$ cat config.mk
export PLATFORM = sky130hd
export DESIGN_NAME = br_perf_monitor
export DESIGN_NICKNAME = d
export VERILOG_FILES = /design/src/rtl/br_perf_pkg.sv /design/src/rtl/br_perf_cnt.sv /design/src/rtl/br_perf_monitor.sv
export SDC_FILE = /design/constraint.sdc
export NUM_CORES = 1
export LEC_CHECK = 0
export CAP_MARGIN = 20
export CORE_MARGIN = 2
export CORE_UTILIZATION = 54
export CTS_CLUSTER_DIAMETER = 40
export DETAILED_ROUTE_END_ITERATION = 10
export GPL_TIMING_DRIVEN = 0
export HOLD_SLACK_MARGIN = 0.08
export PLACE_DENSITY_LB_ADDON = 0.05
export SYNTH_ARGS = -nofsm -noshare
export SYNTH_HDL_FRONTEND = slang
export SYNTH_HIERARCHICAL = 1
export SYNTH_SLANG_ARGS = --single-unit
export TNS_END_PERCENT = 10
$ cat constraint.sdc
create_clock -name clk_i -period 7.7 [get_ports clk_i]
set_input_delay 1.54 -clock clk_i [delete_from_list [all_inputs] [get_ports clk_i]]
set_output_delay 1.54 -clock clk_i [all_outputs]
set_load 0.02 [all_outputs]
$ cat src/rtl/br_perf_pkg.sv
// br_perf_pkg
//   Shared definitions for the branch-predictor performance monitor:
//   FSM state encoding and default parameter values used by
//   br_perf_monitor and br_perf_cnt.
package br_perf_pkg;

    localparam int unsigned BR_PERF_NUM_CH_DEF  = 4;
    localparam int unsigned BR_PERF_CNT_W_DEF   = 32;
    localparam int unsigned BR_PERF_WIN_LEN_DEF = 1024;
    localparam int unsigned BR_PERF_SAT_EN_DEF  = 1;

    typedef enum logic {
        ST_IDLE = 1'b0,
        ST_RUN  = 1'b1
    } state_e;

endpackage

$ cat src/rtl/br_perf_cnt.sv
// br_perf_cnt
//   Single event counter, CNT_W wide, saturating (SAT_EN=1) or wrapping
//   (SAT_EN=0).
// Ports:
//   clk, rst_n : clock, asynchronous active-low reset
//   clr        : load zero at the next edge (overrides inc)
//   inc        : count one event this cycle
//   cnt        : current registered count
//   cnt_nxt    : count including this cycle's event (value a snapshot takes)
module br_perf_cnt
    import br_perf_pkg::*;
#(
    parameter int unsigned CNT_W  = BR_PERF_CNT_W_DEF,
    parameter int unsigned SAT_EN = BR_PERF_SAT_EN_DEF
) (
    input  logic             clk,
    input  logic             rst_n,
    input  logic             clr,
    input  logic             inc,
    output logic [CNT_W-1:0] cnt,
    output logic [CNT_W-1:0] cnt_nxt
);

    logic hold;

    assign hold = (SAT_EN != 0) && (cnt == '1);

    always_comb begin
        cnt_nxt = cnt;
        if (inc && !hold) begin
            cnt_nxt = cnt + CNT_W'(1);
        end
    end

    // clr wins over inc so a window can restart with the current cycle's
    // event already captured through cnt_nxt.
    always_ff @(posedge clk or negedge rst_n) begin
        if (!rst_n) begin
            cnt <= '0;
        end else if (clr) begin
            cnt <= '0;
        end else begin
            cnt <= cnt_nxt;
        end
    end

endmodule

$ cat src/rtl/br_perf_monitor.sv
// br_perf_monitor
//   Counts cycles, instructions, and per-channel branches / mispredicts
//   while running, and publishes snapshots through a valid/ready register
//   stage either at the end of each WIN_LEN-cycle window or on stop.
// Ports:
//   clk_i, rst_ni        : clock, asynchronous active-low reset
//   start_i, stop_i      : control pulses (stop wins when both are high)
//   instr_vld_i          : one instruction fetched this cycle
//   br_instr_i/br_miss_i : per-channel branch resolved / mispredicted
//   snap_vld_o/snap_rdy_i: snapshot handshake
//   snap_*_o             : snapshot counts
//   busy_o               : monitor is running
//   ovr_o                : sticky, a snapshot was dropped
//   proto_err_o          : sticky, a miss arrived without a branch
module br_perf_monitor
    import br_perf_pkg::*;
#(
    parameter int unsigned NUM_CH  = BR_PERF_NUM_CH_DEF,
    parameter int unsigned CNT_W   = BR_PERF_CNT_W_DEF,
    parameter int unsigned WIN_LEN = BR_PERF_WIN_LEN_DEF,
    parameter int unsigned SAT_EN  = BR_PERF_SAT_EN_DEF
) (
    input  logic                          clk_i,
    input  logic                          rst_ni,
    input  logic                          start_i,
    input  logic                          stop_i,
    input  logic                          instr_vld_i,
    input  logic [NUM_CH-1:0]             br_instr_i,
    input  logic [NUM_CH-1:0]             br_miss_i,
    output logic                          snap_vld_o,
    input  logic                          snap_rdy_i,
    output logic [CNT_W-1:0]              snap_cyc_o,
    output logic [CNT_W-1:0]              snap_instr_o,
    output logic [NUM_CH-1:0][CNT_W-1:0]  snap_br_o,
    output logic [NUM_CH-1:0][CNT_W-1:0]  snap_miss_o,
    output logic                          busy_o,
    output logic                          ovr_o,
    output logic                          proto_err_o
);

    localparam logic [CNT_W-1:0] WIN_LAST = (WIN_LEN == 0) ? '0 : CNT_W'(WIN_LEN - 1);

    state_e state;
    state_e state_nxt;

    logic start_acc;
    logic cnt_run;
    logic offer;
    logic win_end;
    logic cnt_clr;
    logic drop;
    logic proto_hit;

    logic [CNT_W-1:0]             cyc_cnt;
    logic [CNT_W-1:0]             cyc_nxt;
    logic [CNT_W-1:0]             instr_cnt;
    logic [CNT_W-1:0]             instr_nxt;
    logic [NUM_CH-1:0][CNT_W-1:0] br_cnt;
    logic [NUM_CH-1:0][CNT_W-1:0] br_nxt;
    logic [NUM_CH-1:0][CNT_W-1:0] miss_cnt;
    logic [NUM_CH-1:0][CNT_W-1:0] miss_nxt;
    logic                         unused_cnt;

    // ---------------- FSM ----------------
    always_ff @(posedge clk_i or negedge rst_ni) begin
        if (!rst_ni) begin
            state <= ST_IDLE;
        end else begin
            state <= state_nxt;
        end
    end

    always_comb begin
        state_nxt = state;
        case (state)
            ST_IDLE: if (start_i && !stop_i) state_nxt = ST_RUN;
            ST_RUN:  if (stop_i)             state_nxt = ST_IDLE;
            default:                         state_nxt = ST_IDLE;
        endcase
    end

    always_comb begin
        busy_o    = 1'b0;
        start_acc = 1'b0;
        cnt_run   = 1'b0;
        offer     = 1'b0;
        case (state)
            ST_IDLE: start_acc = start_i && !stop_i;
            ST_RUN: begin
                busy_o  = 1'b1;
                cnt_run = 1'b1;
                offer   = stop_i || win_end;
            end
            default: ;
        endcase
    end

    // ---------------- counters ----------------
    assign win_end = (WIN_LEN != 0) && (cyc_cnt == WIN_LAST);
    assign cnt_clr = start_acc || (cnt_run && win_end);

    br_perf_cnt #(.CNT_W(CNT_W), .SAT_EN(SAT_EN)) u_cyc_cnt (
        .clk     (clk_i),
        .rst_n   (rst_ni),
        .clr     (cnt_clr),
        .inc     (cnt_run),
        .cnt     (cyc_cnt),
        .cnt_nxt (cyc_nxt)
    );

    br_perf_cnt #(.CNT_W(CNT_W), .SAT_EN(SAT_EN)) u_instr_cnt (
        .clk     (clk_i),
        .rst_n   (rst_ni),
        .clr     (cnt_clr),
        .inc     (cnt_run && instr_vld_i),
        .cnt     (instr_cnt),
        .cnt_nxt (instr_nxt)
    );

    for (genvar c = 0; c < NUM_CH; c++) begin : g_ch
        br_perf_cnt #(.CNT_W(CNT_W), .SAT_EN(SAT_EN)) u_br_cnt (
            .clk     (clk_i),
            .rst_n   (rst_ni),
            .clr     (cnt_clr),
            .inc     (cnt_run && br_instr_i[c]),
            .cnt     (br_cnt[c]),
            .cnt_nxt (br_nxt[c])
        );

        br_perf_cnt #(.CNT_W(CNT_W), .SAT_EN(SAT_EN)) u_miss_cnt (
            .clk     (clk_i),
            .rst_n   (rst_ni),
            .clr     (cnt_clr),
            .inc     (cnt_run && br_instr_i[c] && br_miss_i[c]),
            .cnt     (miss_cnt[c]),
            .cnt_nxt (miss_nxt[c])
        );
    end

    // Only the cycle counter's registered value is needed (window compare);
    // the others are published through their cnt_nxt view.
    assign unused_cnt = ^{instr_cnt, br_cnt, miss_cnt};

    // ---------------- snapshot stage and sticky flags ----------------
    assign drop      = offer && snap_vld_o && !snap_rdy_i;
    assign proto_hit = |(br_miss_i & ~br_instr_i);

    always_ff @(posedge clk_i or negedge rst_ni) begin
        if (!rst_ni) begin
            snap_vld_o   <= 1'b0;
            snap_cyc_o   <= '0;
            snap_instr_o <= '0;
            snap_br_o    <= '0;
            snap_miss_o  <= '0;
            ovr_o        <= 1'b0;
            proto_err_o  <= 1'b0;
        end else begin
            if (offer && (!snap_vld_o || snap_rdy_i)) begin
                snap_vld_o   <= 1'b1;
                snap_cyc_o   <= cyc_nxt;
                snap_instr_o <= instr_nxt;
                snap_br_o    <= br_nxt;
                snap_miss_o  <= miss_nxt;
            end else if (snap_vld_o && snap_rdy_i) begin
                snap_vld_o <= 1'b0;
            end
            // A protocol error seen in the start cycle itself survives the clear.
            ovr_o       <= (ovr_o && !start_acc) || drop;
            proto_err_o <= (proto_err_o && !start_acc) || proto_hit;
        end
    end

endmodule

==> flow_summary_export.csv, run 1 <==
group,metric,value,unit
sta,hold_violations,0,
sta,relSlewSlack,39.57,%
drt,routed_wl,82150,um
global_routing,grtUsageTotal,26.49,%
floorplan,dieHeight,248.8,um
floorplan,die_area,0.06188,mm2
min_path,hold_class,"flip-flop to flip-flop",
clocking,path_clk_slew,0.06,ns
yosys,synthCells,2860,
final_layout,post-route-cell-area,0.04041,mm2
final_layout,final_common_cell,"dfrtp_1",
placed_design,dp_hpwl,58640,um
global_routing,grt_pass1_wl,132500,um
yosys,syn_area,0.03235,mm2
global_routing,met1_usage,35.68,%
power_and_ir_drop,clockPowerShare,53.0,%
yosys,synth_top_area_share,49.82,%
drt,dr.pass1.iters,6,
power_and_ir_drop,power.share.sequential,39.9,%
global_routing,use_met2,42.43,%
sta,post-route-period-util,53.98,%
sta,min_period,4.156,ns
drt,vias,24210,
clocking,clock_path_buffers,3,
sta,setup_tns,0,ns
power_and_ir_drop,ir_drop,0.2070,mV
power_and_ir_drop,p_comb_share,7.1,%
floorplan,start_util,54.70,%
outcome,outcome,"finished clean",
final_layout,most-common-layout-cells,"dfrtp_1 (644), mux2_2 (380), clkdlybuf4s50_1 (336)",
clocking,clkSinkCount,644,
yosys,synthTopCellsByArea,"dfrtp_1 (50%), mux2_2 (13%), and2_1 (4.4%)",
yosys,ys_seq_area_share,49.82,%
worst_setup_path,critPathCaptureType,"flip-flop",
yosys,yosys_warnings,6,
final_layout,instances_no_fill,4167,
yosys,synth-seq-cells,644,
global_routing,grt_pass1_vias,24370,
sta,finalClockSkew,0.02056,ns
yosys,synth_cell_types,55,
flow_run,drv_cap,0,
global_routing,grt_max_degree,123,
sta,worst_pin_slew,0.8981,ns
power_and_ir_drop,switching_power,2.230,mW
placed_design,gp_congestion,0.9128,
power_and_ir_drop,p_sw_share,24.99,%
clocking,cts_tree,"done",
min_path,holdPathStages,1,
worst_setup_path,r2r_cells,9,
sta,timing.final.max_slew_violations,0,
floorplan,num_rows,89,
drt,postRouteAntennaNets,0,
yosys,synth_edf_count,0,
sta,setup_violations,0,
worst_setup_path,path_max_fanout,10,
placed_design,placed_area,0.03685,mm2
yosys,synth_area_per_cell,11.31,um2
clocking,worstSkewPairLatency,0.65,ns
power_and_ir_drop,p_int,6.694,mW
global_routing,grt_overflow_total,0,
placed_design,io_buffers,337,
final_layout,drive_gt1_share,20.28,%
yosys,syn_nets,2884,
clocking,ctsHoldBuffers,0,
drt,drc,0,
global_routing,grt-busiest-layer,"met2",
clocking,post_cts_buffers,0,
global_routing,gr-usage-met3,6.040,%
yosys,synthArstFlopShare,100.0,%
yosys,ys.flop_type,"dfrtp_1",
worst_setup_path,criticalPathCategory,"flip-flop to flip-flop",
placed_design,dp.cells,3976,
yosys,synth_top_area_cell,"dfrtp_1",
drt,drtIter0Drc,1756,
worst_setup_path,critPathLaunchType,"flip-flop",
clocking,cts_buffers,101,
power_and_ir_drop,powerDensity,220.9,mW/mm2
sta,max_freq,240.6,MHz
global_routing,antenna_found_initial,1,
drt,routedWlPerCell,19.71,um
clocking,cts_root_buffer,"clkbuf_16",
worst_setup_path,worstPathArrival,4.69,ns
worst_setup_path,critPathRequiredTime,8.24,ns
drt,viasPerCell,5.810,
power_and_ir_drop,p_leak,18.27,nW
floorplan,die_x,248.8,um
clocking,h-tree-depth,3,
clocking,cts_resized,0,
floorplan,fp.coreArea,0.05913,mm2
floorplan,pin_count,338,
final_layout,syn_to_final_growth,24.91,%
final_layout,nets,3330,
sta,rsz0062_at_grt,"false",
[final timing paths]
kind                                       endpoint         startpoint  slack [ns]
setup reg to reg                  u_cyc_cnt/cnt[10]  u_cyc_cnt/cnt[10]        3.54
min in group asynchronous           snap_miss_o[40]             rst_ni        0.89
setup / recovery                  u_cyc_cnt/cnt[10]  u_cyc_cnt/cnt[10]        3.54
hold / removal                        snap_br_o[74]      snap_br_o[74]        0.50
max in group asynchronous  g_ch[3].u_br_cnt/cnt[19]             rst_ni        4.83
hold reg to reg                       snap_br_o[74]      snap_br_o[74]        0.50
[final cells by class]
| cell class | count | area (um2) |
|---|---|---|
| antenna | 1 | 2.502 |
| buffer | 116 | 735.7 |
| clock buffer | 113 | 2623 |
| clock inverter | 77 | 935.9 |
| fill | 4421 | 18720 |
| inverter | 54 | 202.7 |
| multi-input combinational | 2046 | 15300 |
| sequential | 644 | 16120 |
| tap | 773 | 967.2 |
| timing repair buffer | 343 | 3527 |
[state kept, by name (all words and copies together), names as in the netlist]
name	cells
snap_cyc_o	32
snap_vld_o	1
u_cyc_cnt/cnt	32
u_instr_cnt/cnt	32
snap_instr_o	32
g_ch.u_miss_cnt/cnt	128
snap_br_o	128
g_ch.u_br_cnt/cnt	128
state	1
proto_err_o	1
ovr_o	1
snap_miss_o	128
[cell families (layout without fill, tap and decap cells)]
family,Yosys count,after routing,synth area share (%)
xor+xnor,200,200,5.415
flops,644,644,49.82
simple gates,1116,1116,19.65
fa+ha+maj,10,10,0.3868
buf+inv,170,703,2.901
compound gates,300,300,7.086
mux,420,420,14.74
other cells,0,1,0
[critical path: stages (launching register included)]
cell and delay [ns]:
dfrtp_1 0.47, or4b_2 0.66, nor4_1 0.32, nand4_1 0.28, o21ai_2 0.64, buf_6 0.25
clkbuf_1 0.46, clkbuf_1 0.55, nor2_1 0.09, mux2_1 0.30
[power groups by stage]
stage | Sequential, mW | Combinational [mW] | Clock (mW)
detailed placement | 3.62 | 0.639 | 0
CTS | 3.56 | 0.643 | 4.81
global route | 3.57 | 0.690 | 4.96
global placement | 3.63 | 0.615 | 0
floorplan | 3.66 | 0.281 | 0
finish | 3.56 | 0.633 | 4.73
[synthesized netlist by cell type, types with 54 or more instances]
cell type	n
a21oi_1	71
clkbuf_1	61
dfrtp_1	644
nor2_1	123
nand2_1	170
nand3_1	161
and2_1	225
or3_1	60
xnor2_1	120
mux2_2	380
nor2b_1	61
inv_1	54
xor2_1	80
[per-stage QoR]
step	hold slack, ns	power [mW]	util [%]	setup WS (ns)
floorplan	0.5065	3.945	-	4.242
CTS	0.5040	9.017	68.33	3.586
detailed placement	0.4918	4.259	62.31	3.038
global placement	0.4871	4.241	62.05	-23.15
finish	0.4997	8.924	68.33	3.544
global route	0.5108	9.229	68.33	3.345
[routing by layer]
| layer | wire length [um] | part of all wire (%) |
|---|---|---|
| met1 | 35730 | 43 |
| met2 | 38480 | 47 |
| met3 | 5499 | 6.7 |
| met4 | 2447 | 3.0 |
| met5 | 0 | 0 |
(Power assumes the default switching activity.)
==> run 2: changes to the inputs <==
--- a/config.mk
+++ b/config.mk
@@ -7,7 +7,7 @@
 export LEC_CHECK = 0
 export CAP_MARGIN = 20
 export CORE_MARGIN = 2
-export CORE_UTILIZATION = 54
+export CORE_UTILIZATION = 52
 export CTS_CLUSTER_DIAMETER = 40
 export DETAILED_ROUTE_END_ITERATION = 10
 export GPL_TIMING_DRIVEN = 0
==> constraint.sdc (replaced) <==
create_clock -name clk_i -period 3.6 [get_ports clk_i]
set_input_delay 0.72 -clock clk_i [delete_from_list [all_inputs] [get_ports clk_i]]
set_output_delay 0.72 -clock clk_i [all_outputs]
set_load 0.02 [all_outputs]
==> flow_summary_export.csv, run 2 (synthesis gave the netlist of run 1 again) <==
group,metric,value,unit
drt,drc,0,
clocking,clock_path_buffers,3,
global_routing,antenna_found_initial,2,
floorplan,num_rows,91,
worst_setup_path,critPathCaptureType,"flip-flop",
drt,routedWlPerCell,19.47,um
worst_setup_path,path_max_fanout,10,
drt,dr.pass1.iters,5,
power_and_ir_drop,switching_power,4.769,mW
floorplan,dieHeight,253.4,um
sta,post-route-period-util,98.45,%
final_layout,drive_gt1_share,21.18,%
sta,worst_pin_slew,0.9016,ns
floorplan,die_area,0.06422,mm2
clocking,cts_resized,13,
sta,timing.final.max_slew_violations,0,
sta,relSlewSlack,39.34,%
global_routing,grt_max_degree,126,
clocking,post_cts_buffers,0,
global_routing,grt_pass1_wl,131600,um
drt,viasPerCell,5.713,
worst_setup_path,critPathRequiredTime,4.13,ns
final_layout,register_area,0.01612,mm2
clocking,cts_buffers,104,
clocking,ctsHoldBuffers,0,
power_and_ir_drop,power.share.sequential,39.3,%
worst_setup_path,worstPathArrival,4.07,ns
global_routing,grt_overflow_total,0,
sta,setup_violations,0,
clocking,clkSinkCount,644,
final_layout,multi_input_area,0.01531,mm2
clocking,cts_root_buffer,"clkbuf_16",
final_layout,syn_to_final_growth,25.80,%
global_routing,grt_pass1_vias,24370,
floorplan,pin_count,338,
power_and_ir_drop,powerDensity,476.7,mW/mm2
sta,max_freq,282.2,MHz
power_and_ir_drop,p_sw_share,24.59,%
min_path,hold_class,"input pin to asynchronous set/reset pin",
drt,postRouteAntennaNets,0,
outcome,outcome,"finished clean",
final_layout,most-common-layout-cells,"dfrtp_1 (643), mux2_2 (380), clkdlybuf4s50_1 (336)",
sta,hold_violations,0,
flow_run,drv_cap,0,
floorplan,fp.coreArea,0.06160,mm2
floorplan,start_util,52.51,%
global_routing,grtUsageTotal,25.71,%
final_layout,nFillCells,4796,
placed_design,io_buffers,337,
floorplan,die_x,253.4,um
power_and_ir_drop,p_int,14.63,mW
clocking,cts_tree,"done",
drt,drtIter0Drc,1663,
placed_design,placed_area,0.03693,mm2
placed_design,dp_hpwl,58930,um
drt,routed_wl,82480,um
power_and_ir_drop,p_comb_share,7.0,%
sta,rsz0062_at_grt,"true",
clocking,path_clk_slew,0.05,ns
final_layout,post-route-cell-area,0.04069,mm2
worst_setup_path,critPathLaunchType,"flip-flop",
placed_design,gp_congestion,0.8940,
sta,finalClockSkew,0.02243,ns
clocking,h-tree-depth,3,
drt,vias,24210,
final_layout,final_common_cell,"dfrtp_1",
final_layout,diodes,0,
clocking,worstSkewPairLatency,0.65,ns
sta,min_period,3.544,ns
final_layout,final_util,66.06,%
power_and_ir_drop,ir_drop,0.4760,mV
final_layout,nets,3333,
power_and_ir_drop,p_leak,18.41,nW
worst_setup_path,criticalPathCategory,"flip-flop to flip-flop",
power_and_ir_drop,clockPowerShare,53.7,%
## run 2: final cells by class
| cell class | count | share of cell area, % |
|---|---|---|
| sequential | 644 | 39.60 |
| multi-input combinational | 2046 | 37.63 |
| clock inverter | 79 | 2.374 |
| timing repair buffer | 343 | 8.677 |
| inverter | 54 | 0.4981 |
| tap | 837 | 2.573 |
| buffer | 116 | 1.872 |
| clock buffer | 118 | 6.773 |
## run 2: worst paths after layout
kind                                   start                         end  slack, ns  cells past startpoint
min in group clk_i               proto_err_o                 proto_err_o       0.50                      1
min                                   rst_ni             snap_miss_o[50]       0.13                      1
max in group asynchronous             rst_ni     g_ch[3].u_br_cnt/cnt[5]       1.77                      3
max reg2reg                u_cyc_cnt/cnt[11]  g_ch[3].u_miss_cnt/cnt[10]       0.06                      8
min reg2reg                      proto_err_o                 proto_err_o       0.50                      1
max                        u_cyc_cnt/cnt[11]  g_ch[3].u_miss_cnt/cnt[10]       0.06                      8
## run 2: critical path: stages, from the launching register on
cell and delay (ns):
dfrtp_1 0.45, or4b_2 0.69, nor4_1 0.30, nand4_1 0.29, o21ai_2 0.32, clkbuf_1 0.47
clkbuf_1 0.50, nor2_1 0.09, mux2_1 0.31
## run 2: power by group through the flow
stage               registers [mW]  clock network [mW]  logic, mW
floorplan                     7.84                   0      0.600
global placement              7.76                   0       1.31
detailed placement            7.74                   0       1.36
CTS                           7.62                10.6       1.37
global route                  7.64                11.0       1.47
finish                        7.62                10.4       1.35
## run 2: per-layer routing
metal / global-route usage [%] / vias up / wire length [um]
li1: - / 11310 / -
met1: 35.00 / 11990 / 36020
met2: 40.81 / 742 / 38510
met3: 5.253 / 166 / 5261
met4: 9.214 / 0 / 2684
met5: 0 / - / 0
## run 2: per-stage QoR
step	hold WS (ns)	setup WS [ns]	instances	power (mW)	TNS (ns)
3_3_place_gp	0.4880	-26.61	4034	9.065	-
4_1_cts	0.1572	-0.005560	4237	19.60	-0.01823
5_1_grt	0.1815	-0.1426	4237	20.07	-0.6036
6_report	0.1315	0.05593	4237	19.40	0
3_5_place_dp	0.4838	-0.2549	4040	9.103	-7.541
2_1_floorplan	0.4244	0.5481	2860	8.437	0
